==> config.mk <==
export PLATFORM = sky130hd
export DESIGN_NAME = down_counter
export DESIGN_NICKNAME = d
export VERILOG_FILES = /design/src/rtl/down_counter.sv
export SDC_FILE = /design/constraint.sdc
export NUM_CORES = 1
export LEC_CHECK = 0
export BUFFER_PORTS_ARGS = -buffer_cell sky130_fd_sc_hd__clkbuf_2
export CORE_MARGIN = 8
export CORE_UTILIZATION = 53
export CTS_CLUSTER_DIAMETER = 50
export DETAILED_ROUTE_END_ITERATION = 12
export PLACE_DENSITY = 0.81
export REMOVE_ABC_BUFFERS = 1
export SETUP_SLACK_MARGIN = 0.4
export SKIP_LAST_GASP = 1
export SYNTH_ARGS = -nofsm -noshare
export SYNTH_HDL_FRONTEND = slang
export SYNTH_SLANG_ARGS = --single-unit
==> constraint.sdc <==
create_clock -name clk -period 2.13 [get_ports clk]
set_input_delay 0.213 -clock clk [delete_from_list [all_inputs] [get_ports clk]]
set_output_delay 0.213 -clock clk [all_outputs]
set_load 0.1 [all_outputs]
==> src/rtl/down_counter.sv <==
// Loadable down-counter with one-shot and periodic modes, a registered
// terminal-count pulse and IDLE/RUN/DONE status flags.
module down_counter #(
    parameter int WIDTH = 8
) (
    input  logic             clk,
    input  logic             reset,
    input  logic             load,
    input  logic [WIDTH-1:0] load_value,
    input  logic             enable,
    input  logic             auto_reload,
    input  logic             abort,
    output logic [WIDTH-1:0] out,
    output logic             busy,
    output logic             done,
    output logic             tc
);

    typedef enum logic [1:0] {
        IDLE = 2'd0,
        RUN  = 2'd1,
        DONE = 2'd2
    } state_t;

    localparam logic [WIDTH-1:0] ZERO = '0;
    localparam logic [WIDTH-1:0] ONE  = WIDTH'(1);

    state_t           state, state_next;
    logic [WIDTH-1:0] count, count_next;
    logic [WIDTH-1:0] reload, reload_next;
    logic             tc_next;
    logic             busy_q, done_q, tc_q;

    // NOTE: every signal assigned here gets a default first, so no path can
    // leave one unassigned and infer a latch.
    always_comb begin
        state_next  = state;
        count_next  = count;
        reload_next = reload;
        tc_next     = 1'b0;

        if (abort) begin
            state_next = IDLE;
            count_next = ZERO;
        end else if (load) begin
            count_next  = load_value;
            reload_next = load_value;
            state_next  = (load_value != ZERO) ? RUN : DONE;
        end else if (state == RUN && enable) begin
            if (count > ONE) begin
                count_next = count - ONE;
            end else if (count == ONE) begin
                tc_next = 1'b1;
                if (auto_reload) begin
                    count_next = reload;
                end else begin
                    count_next = ZERO;
                    state_next = DONE;
                end
            end else begin
                // A zero count in RUN is unreachable; settle in DONE rather than wrap.
                state_next = DONE;
            end
        end
    end

    // NOTE: sequential state uses non-blocking assignments so every flop
    // samples pre-edge values regardless of statement order.
    always_ff @(posedge clk or negedge reset) begin
        if (!reset) begin
            state  <= IDLE;
            count  <= ZERO;
            reload <= ZERO;
            busy_q <= 1'b0;
            done_q <= 1'b0;
            tc_q   <= 1'b0;
        end else begin
            state  <= state_next;
            count  <= count_next;
            reload <= reload_next;
            busy_q <= (state_next == RUN);
            done_q <= (state_next == DONE);
            tc_q   <= tc_next;
        end
    end

    assign out  = count;
    assign busy = busy_q;
    assign done = done_q;
    assign tc   = tc_q;

endmodule

==> out/results.tsv, run 1 <==
metric	value	unit
hold_path.class	in2reg	
cts_root_buf	clkbuf_4	
yosys-top-cells-count	nand2_1, dfrtp_1, inv_1	
synthTopCellsByArea	dfrtp_1, nand2_1, inv_1	
final_area	1670	um2
min_from	load_value[1]	
cts_made_buffers	3	
crit_required	2330	ps
ys.flop_type	dfrtp_1	
synth_seq_area_share	39.8	%
min_path_cells	3	
vias_per_cell	6.39	
dr_total_vias	1368	
fp.dieArea	4340	um2
finClkSkew	1.17	ps
path_buf_inv	1	
synth_edf_count	0	
io_buffers	24	
syn_avg_cell_area	9.03	um2
postSynth.asyncResetShare	100	%
worstSetupStartpointType	flop	
final_nets	201	
critPathTopFamily	compound AO/OA/AOI/OAI gates	
dr_wl_met3	265	um
crit_path_end_kind	flop	
totalWireLength	3950	um
clockBufferDepth	2	
fin_util	69.5	%
clk_pin_slew	110	ps
cts-htree-levels	1	
stdcell_count	214	
yosysTopAreaCellShare	39.8	%
path_cells	inv_1 > ha_4 > or2_4 > and3_4 > a221o_1 > a32o_1	
crit_start	out[1]	
wl_met1	1660	um
cts_tree	built	
crit-reg2reg-launch	out[1]	
cts.sinks	21	
fp.coreArea	2410	um2
placed_cells	196	
ir_worst_vdd	527	uV
wire_per_inst	18.5	um
die_w	65.9	um
cpPeakStageDelay	370	ps
powerDensity	744	nW/um2
post-route-min-period	1760	ps
firstDrtPassIters	4	
antenna_found_initial	0	
post_dp_cell_area	1460	um2
dp_hpwl	2720	um
overflow	0	
status	finished clean	
p_leak	0.000776	uW
slowest_stage	dfrtp_1	
ys_ff_latch	21	
cp_max_fo	7	
antenna_cells	0	
io_pins	25	
ys_types	56	
area.growth.synth_to_final	26.9	%
crit_arrival	1960	ps
yosys_warnings	0	
slew_headroom	62.1	%
criticalPathCategory	reg2reg	
wl_met2	1960	um
synthCells	146	
syn_area	1320	um2
grt_usage	18.7	%
rr_worst_depth	6	
finalSetupViolCount	0	
ant_nets	0	
grt_pass1_vias	1440	
initial_utilization	54.7	%
yosysTopAreaCell	dfrtp_1	
nFillCells	193	
p_total	1250	uW
die_h	65.9	um
routabilityCongestion	1.00	
rsz0062_at_grt	yes	
grt_pass1_wl	6580	um
grt_max_degree	22	
finalHoldViolCount	0	
hold-worst-slack	136	ps
clk-insertion-delay-late	300	ps
drive_gt1_share	39.7	%
rows	18	
cp.depth	6	
yosysMostFrequentCell	nand2_1	
period_share	82.6	%
drv_cap	0	
top_layer	met4	
drtIter0Drc	132	
drc	0	
worst_pin_slew	563	ps
fmax	568	MHz
slew_viol_final	0	
[kinds of logic (layout without fill, tap and decap cells)]
family                     Yosys count  after routing  share of synthesized area [%]
and+or+nand+nor                     64             64                           26.6
DFF                                 21             21                           39.8
xor gates and xnor gates             1              1                          0.664
AOI/OAI and AO/OA                   43             43                           25.8
buffers and inverters               15             53                           5.22
adders and majority gates            2              2                           1.90
[worst min-delay path, cell delays in order]
cell,delay [ps]
clkbuf_2,100
nand2_1,50
nand2_1,40
[per-layer routing]
metal	track usage, %	up-vias
li1	-	627
met1	23.3	669
met2	31.1	62
met4	5.99	0
met5	0	-
met3	3.90	10
[final timing paths]
kind,end,slack (ps)
min,reload[1],140
min in group asynchronous,tc,410
max,out[3],370
min reg2reg,reload[7],490
max reg2reg,out[3],370
max in group asynchronous,out[6],1340
[stage by stage]
step,TNS (ps),worst slack (ps)
floorplan,-1970,-442
detailed placement,0,105
global route,0,314
finish,0,370
global placement,0,180
CTS,0,395
[what timing repair did]
item	in CTS	in global routing
cloned	0	0
setup endpoints to repair	10	7
pin swaps	3	2
hold buffers	1	0
endpoints found under the hold margin	21	0
setup buffers	9	4
resized for setup	15	6
[cell usage in the layout, fill, tap and decap left out, types with 2 or more instances in the layout]
master / count
dfrtp_1: 16
o21ai_0: 4
or4_1: 3
ha_4: 2
a221oi_1: 2
nor2_1: 6
dfrtp_2: 5
a2111oi_2: 2
a31oi_1: 2
a32oi_1: 2
nand3_1: 3
o311a_1: 2
o211ai_1: 2
clkbuf_2: 25
nand2_1: 29
clkbuf_4: 3
nor3_1: 4
o2111ai_1: 2
o221a_2: 2
inv_1: 7
nor2b_1: 2
o31ai_1: 2
buf_4: 14
a21oi_1: 5
[registers in the layout (all words and copies together), names as in the netlist]
signal,cells
out,8
busy,1
tc,1
reload,8
state,2
done,1
[area by class of cell]
type / instances / area, um2 / share of cell area [%]
sequential: 21 / 532 / 31.8
multi-input combinational: 110 / 797 / 47.6
clock buffer: 4 / 26.3 / 1.57
timing repair buffer: 41 / 251 / 15.0
inverter: 8 / 30.0 / 1.79
tap: 30 / 37.5 / 2.24
[power by group]
group	internal, uW	switching (uW)	leakage, uW
clock	73.0	120	0.0000150
combinational	199	366	0.000499
sequential	441	46.4	0.000262
total	713	533	0.000776
No activity file was read; power rests on OpenSTA's default activity.
==> run 2: changes to the inputs <==
==> constraint.sdc (replaced) <==
create_clock -name clk -period 1.8 [get_ports clk]
set_input_delay 0.18 -clock clk [delete_from_list [all_inputs] [get_ports clk]]
set_output_delay 0.18 -clock clk [all_outputs]
set_load 0.1 [all_outputs]
==> out/results.tsv, run 2 (synthesis gave the netlist of run 1 again) <==
metric	value	unit
hold_path.class	in2reg	
min_to	reload[1]	
fp.dieArea	4340	um2
min_path_cells	3	
status	finished clean	
powerDensity	876	nW/um2
totalWireLength	4600	um
post_dp_cell_area	1580	um2
finClkSkew	4.80	ps
cts_made_buffers	3	
grt_usage	21.0	%
clk_pin_slew	130	ps
worst_pin_slew	545	ps
dp_hpwl	2810	um
crit_path_end_kind	flop	
drv_cap	0	
final_area	1890	um2
initial_utilization	54.7	%
die_h	65.9	um
crit-reg2reg-launch	out[0]	
rrSetupSlack	20	ps
most-common-layout-cells	buf_4, nand2_1, dfrtp_1	
dr_total_vias	1500	
area.growth.synth_to_final	43.2	%
io_pins	25	
wire_per_inst	20.0	um
setup-tns-final	0	ps
firstDrtPassIters	4	
placed_cells	210	
rr_worst_depth	8	
fmax	560	MHz
die_w	65.9	um
final_nets	217	
crit_arrival	1990	ps
slowest_stage	dfrtp_1	
cp_max_fo	6	
rows	18	
antenna_found_initial	0	
fp.coreArea	2410	um2
path_cells	inv_2 > ha_4 > or2_4 > buf_6 > nand3_4 > buf_4 > nor2_2 > o311a_1	
cts.sinks	21	
finalHoldViolCount	0	
drive_gt1_share	46.5	%
ir_worst_vdd	664	uV
fin_util	78.3	%
finalSetupViolCount	0	
criticalPathCategory	reg2reg	
crit_required	2010	ps
grt_pass1_vias	1539	
clockBufferDepth	2	
grt_max_degree	22	
routabilityCongestion	0.910	
drc	0	
rsz0062_at_grt	yes	
critPathTopFamily	flip-flops	
vias_per_cell	6.52	
slew_viol_final	0	
r2r_end	done	
p_leak	0.000879	uW
period_share	99.1	%
drtIter0Drc	145	
post-route-min-period	1780	ps
cpPeakStageDelay	460	ps
ant_nets	0	
worstSetupStartpointType	flop	
io_buffers	24	
min_from	load_value[1]	
cts-htree-levels	1	
overflow	0	
antenna_cells	0	
cts_root_buf	clkbuf_4	
clk-insertion-delay-late	310	ps
slew_headroom	63.7	%
cts_tree	built	
stdcell_count	230	
grt_pass1_wl	7260	um
hold-worst-slack	91.5	ps
path_buf_inv	3	
final_common_cell	buf_4	
-- run 2: final cells by class --
type                       instances  area [um2]
sequential                        21         528
tap                               30        37.5
clock buffer                       4        26.3
timing repair buffer              57         429
multi-input combinational        110         837
inverter                           8        30.0
fill                             152         522
-- run 2: worst max-delay path by stage --
stage,startpoint,end,slack (ps),cells after the start
after floorplan,out[0],out[3],-770,6
after global placement,out[0],out[3],30,7
after detailed placement,out[0],out[3],-40,7
after CTS,out[7],out[1],100,5
after global routing,out[4],out[1],-20,5
final,out[0],done,20,8
-- run 2: where the power goes --
part / internal [uW] / switching, uW
registers: 521 / 49.9
logic: 342 / 498
clock network: 86.4 / 156
-- run 2: repair_timing --
action | CTS | global route
cloned | 0 | 0
endpoints found under the hold margin | 21 | 0
hold buffers | 1 | 0
setup buffers | 14 | 1
endpoints found under the setup margin | 19 | 20
gates resized for setup | 33 | 15
pin swaps | 12 | 6
-- run 2: worst reg2reg max path, stage by stage, from the launching register on --
cell,delay [ps]
dfrtp_1,460
inv_2,90
ha_4,170
or2_4,230
buf_6,130
nand3_4,100
buf_4,140
nor2_2,40
o311a_1,330
-- run 2: through the flow --
stage | power [uW] | setup slack [ps]
5_1_grt | 1720 | -24.1
6_report | 1650 | 15.8
2_1_floorplan | 980 | -772
3_5_place_dp | 1200 | -43.8
3_3_place_gp | 1180 | 34.9
4_1_cts | 1590 | 96.9
-- run 2: routing by layer --
layer,global-route usage (%),share of wire (%)
met3,4.41,8.6
met1,24.0,38
met4,9.26,4.0
met5,0,0
met2,36.7,49
==> run 3: changes to the inputs <==
--- a/config.mk
+++ b/config.mk
@@ -5,11 +5,13 @@
 export SDC_FILE = /design/constraint.sdc
 export NUM_CORES = 1
 export LEC_CHECK = 0
+export ABC_AREA = 1
 export BUFFER_PORTS_ARGS = -buffer_cell sky130_fd_sc_hd__clkbuf_2
 export CORE_MARGIN = 8
 export CORE_UTILIZATION = 53
 export CTS_CLUSTER_DIAMETER = 50
 export DETAILED_ROUTE_END_ITERATION = 12
+export GPL_ROUTABILITY_DRIVEN = 1
 export PLACE_DENSITY = 0.81
 export REMOVE_ABC_BUFFERS = 1
 export SETUP_SLACK_MARGIN = 0.4
==> out/results.tsv, run 3 <==
metric	value	unit
stdcell_count	251	
cts_tree	built	
grt_pass1_wl	5670	um
finalSetupViolCount	0	
synthCells	183	
crit_arrival	1750	ps
yosys_warnings	0	
io_buffers	24	
slew_viol_final	0	
placed_cells	234	
die_w	64.6	um
totalWireLength	3680	um
status	finished clean	
powerDensity	964	nW/um2
grt_usage	16.4	%
fp.dieArea	4170	um2
p_total	1630	uW
synth_seq_area_share	42.0	%
postSynth.asyncResetShare	100	%
cts_root_buf	clkbuf_4	
cts.sinks	21	
path_buf_inv	2	
ys.flop_type	dfrtp_1	
ant_nets	0	
drv_cap	0	
vias_per_cell	5.50	
antenna_cells	0	
criticalPathCategory	reg2reg	
dr_total_vias	1380	
crit_path_end_kind	flop	
yosys-top-cells-count	nand2_1, nor2_1, inv_1	
cpPeakStageDelay	420	ps
fin_util	75.7	%
yosysMostFrequentCell	nand2_1	
firstDrtPassIters	4	
ir_worst_vdd	750	uV
hold-worst-slack	166	ps
io_pins	25	
rsz0062_at_grt	yes	
nFillCells	163	
clk-insertion-delay-late	300	ps
drtIter0Drc	66	
worst_pin_slew	627	ps
fmax	652	MHz
synth_edf_count	0	
setup-tns-final	0	ps
fp.coreArea	2230	um2
grt_pass1_vias	1299	
critPathTopFamily	flip-flops	
routabilityCongestion	0.972	
area.growth.synth_to_final	35.0	%
drive_gt1_share	35.9	%
overflow	0	
final_common_cell	nand2_1	
p_leak	0.000874	uW
finalHoldViolCount	0	
crit_required	2020	ps
synthTopCellsByArea	dfrtp_1, nand2_1, nor2_1	
initial_utilization	56.1	%
syn_area	1250	um2
cts_made_buffers	3	
slowest_stage	dfrtp_1	
slew_headroom	58.1	%
clk_pin_slew	120	ps
clockBufferDepth	2	
syn_avg_cell_area	6.84	um2
final_nets	240	
path_cells	inv_2 > ha_4 > nand2_4 > a21oi_4 > inv_2 > nand2_1 > nand3_1 > a21oi_2	
cts-htree-levels	1	
yosysTopAreaCellShare	42.0	%
ys_types	20	
crit_top_cell	inv_2	
period_share	85.2	%
grt_max_degree	25	
worstSetupStartpointType	flop	
ys_ff_latch	21	
most-common-layout-cells	nand2_1, nor2_1, inv_1	
dp_hpwl	2330	um
post-route-min-period	1530	ps
cp_max_fo	8	
wire_per_inst	14.7	um
drc	0	
finClkSkew	6.95	ps
hold_path.class	in2reg	
rows	17	
antenna_found_initial	0	
die_h	64.6	um
yosysTopAreaCell	dfrtp_1	
## run 3: changes by cell type in the layout (fill, tap and decap cells not counted), moves of 5 or more
| cell | previous run | this run |
|---|---|---|
| nand3_1 | 3 | 12 |
| nor2_1 | 5 | 26 |
| nand2_1 | 29 | 42 |
| a21oi_2 | 0 | 8 |
| buf_4 | 31 | 10 |
| nor2_2 | 2 | 7 |
| o21ai_0 | 3 | 10 |
| inv_1 | 6 | 21 |
## run 3: cells by family after synthesis
group                    Yosys count  share of synthesized area (%)
AND/OR/NAND/NOR                  103                           34.0
buffers and inverters             30                           8.99
AO/OA/AOI/OAI                     24                           11.0
flip-flops                        21                           42.0
XOR/XNOR                           3                           2.10
adder cells (fa/ha/maj)            2                           2.00
## run 3: worst reg2reg max path, cell delays in order (launching register included)
cell	delay [ps]
dfrtp_1	420
inv_2	120
ha_4	160
nand2_4	70
a21oi_4	210
inv_2	120
nand2_1	110
nand3_1	90
a21oi_2	160
## run 3: path summary, 6_finish.rpt
check	startpoint	end	slack [ps]	cells after the start
max in group asynchronous	reset	out[3]	1050	2
min reg2reg	reload[2]	reload[2]	500	2
min in group asynchronous	reset	reload[5]	370	2
max reg2reg	out[1]	out[4]	270	8
max	out[1]	out[4]	270	8
min	load_value[7]	reload[7]	170	3
## run 3: through the flow
step                      setup slack, ps  instance area [um2]
final                                 266                 1690
after detailed placement              127                 1410
after global routing                  209                 1690
after CTS                             345                 1570
after global placement                199                 1410
after floorplan                      -306                 1240
## run 3: layout make-up
cell class | instances | area [um2] | area share (%)
flip-flops and latches | 21 | 529 | 31.3
inverters | 27 | 101 | 6.00
well taps | 28 | 35.0 | 2.07
multi-input cells | 132 | 733 | 43.4
clock buffers | 4 | 26.3 | 1.55
repair buffers | 39 | 265 | 15.7
## run 3: metal layers
metal / GRT usage (%) / wire length [um]
met5: 0 / 0
met4: 6.27 / 142
met3: 3.61 / 199
met2: 28.1 / 1830
met1: 19.4 / 1510
## run 3: report_power, final
group	leakage, uW	switching (uW)	internal [uW]
Sequential	0.000261	62.8	531
Combinational	0.000597	561	247
Clock	0.0000150	142	86.1
Total	0.000874	766	864
## run 3: timing repair
| action | 4_1_cts | 5_1_grt |
|---|---|---|
| setup endpoints to repair | 17 | 18 |
| hold buffers | 1 | 0 |
| buffers inserted | 8 | 4 |
| gates resized for setup | 20 | 36 |
| endpoints found under the hold margin | 21 | 0 |
| pin swaps | 6 | 6 |
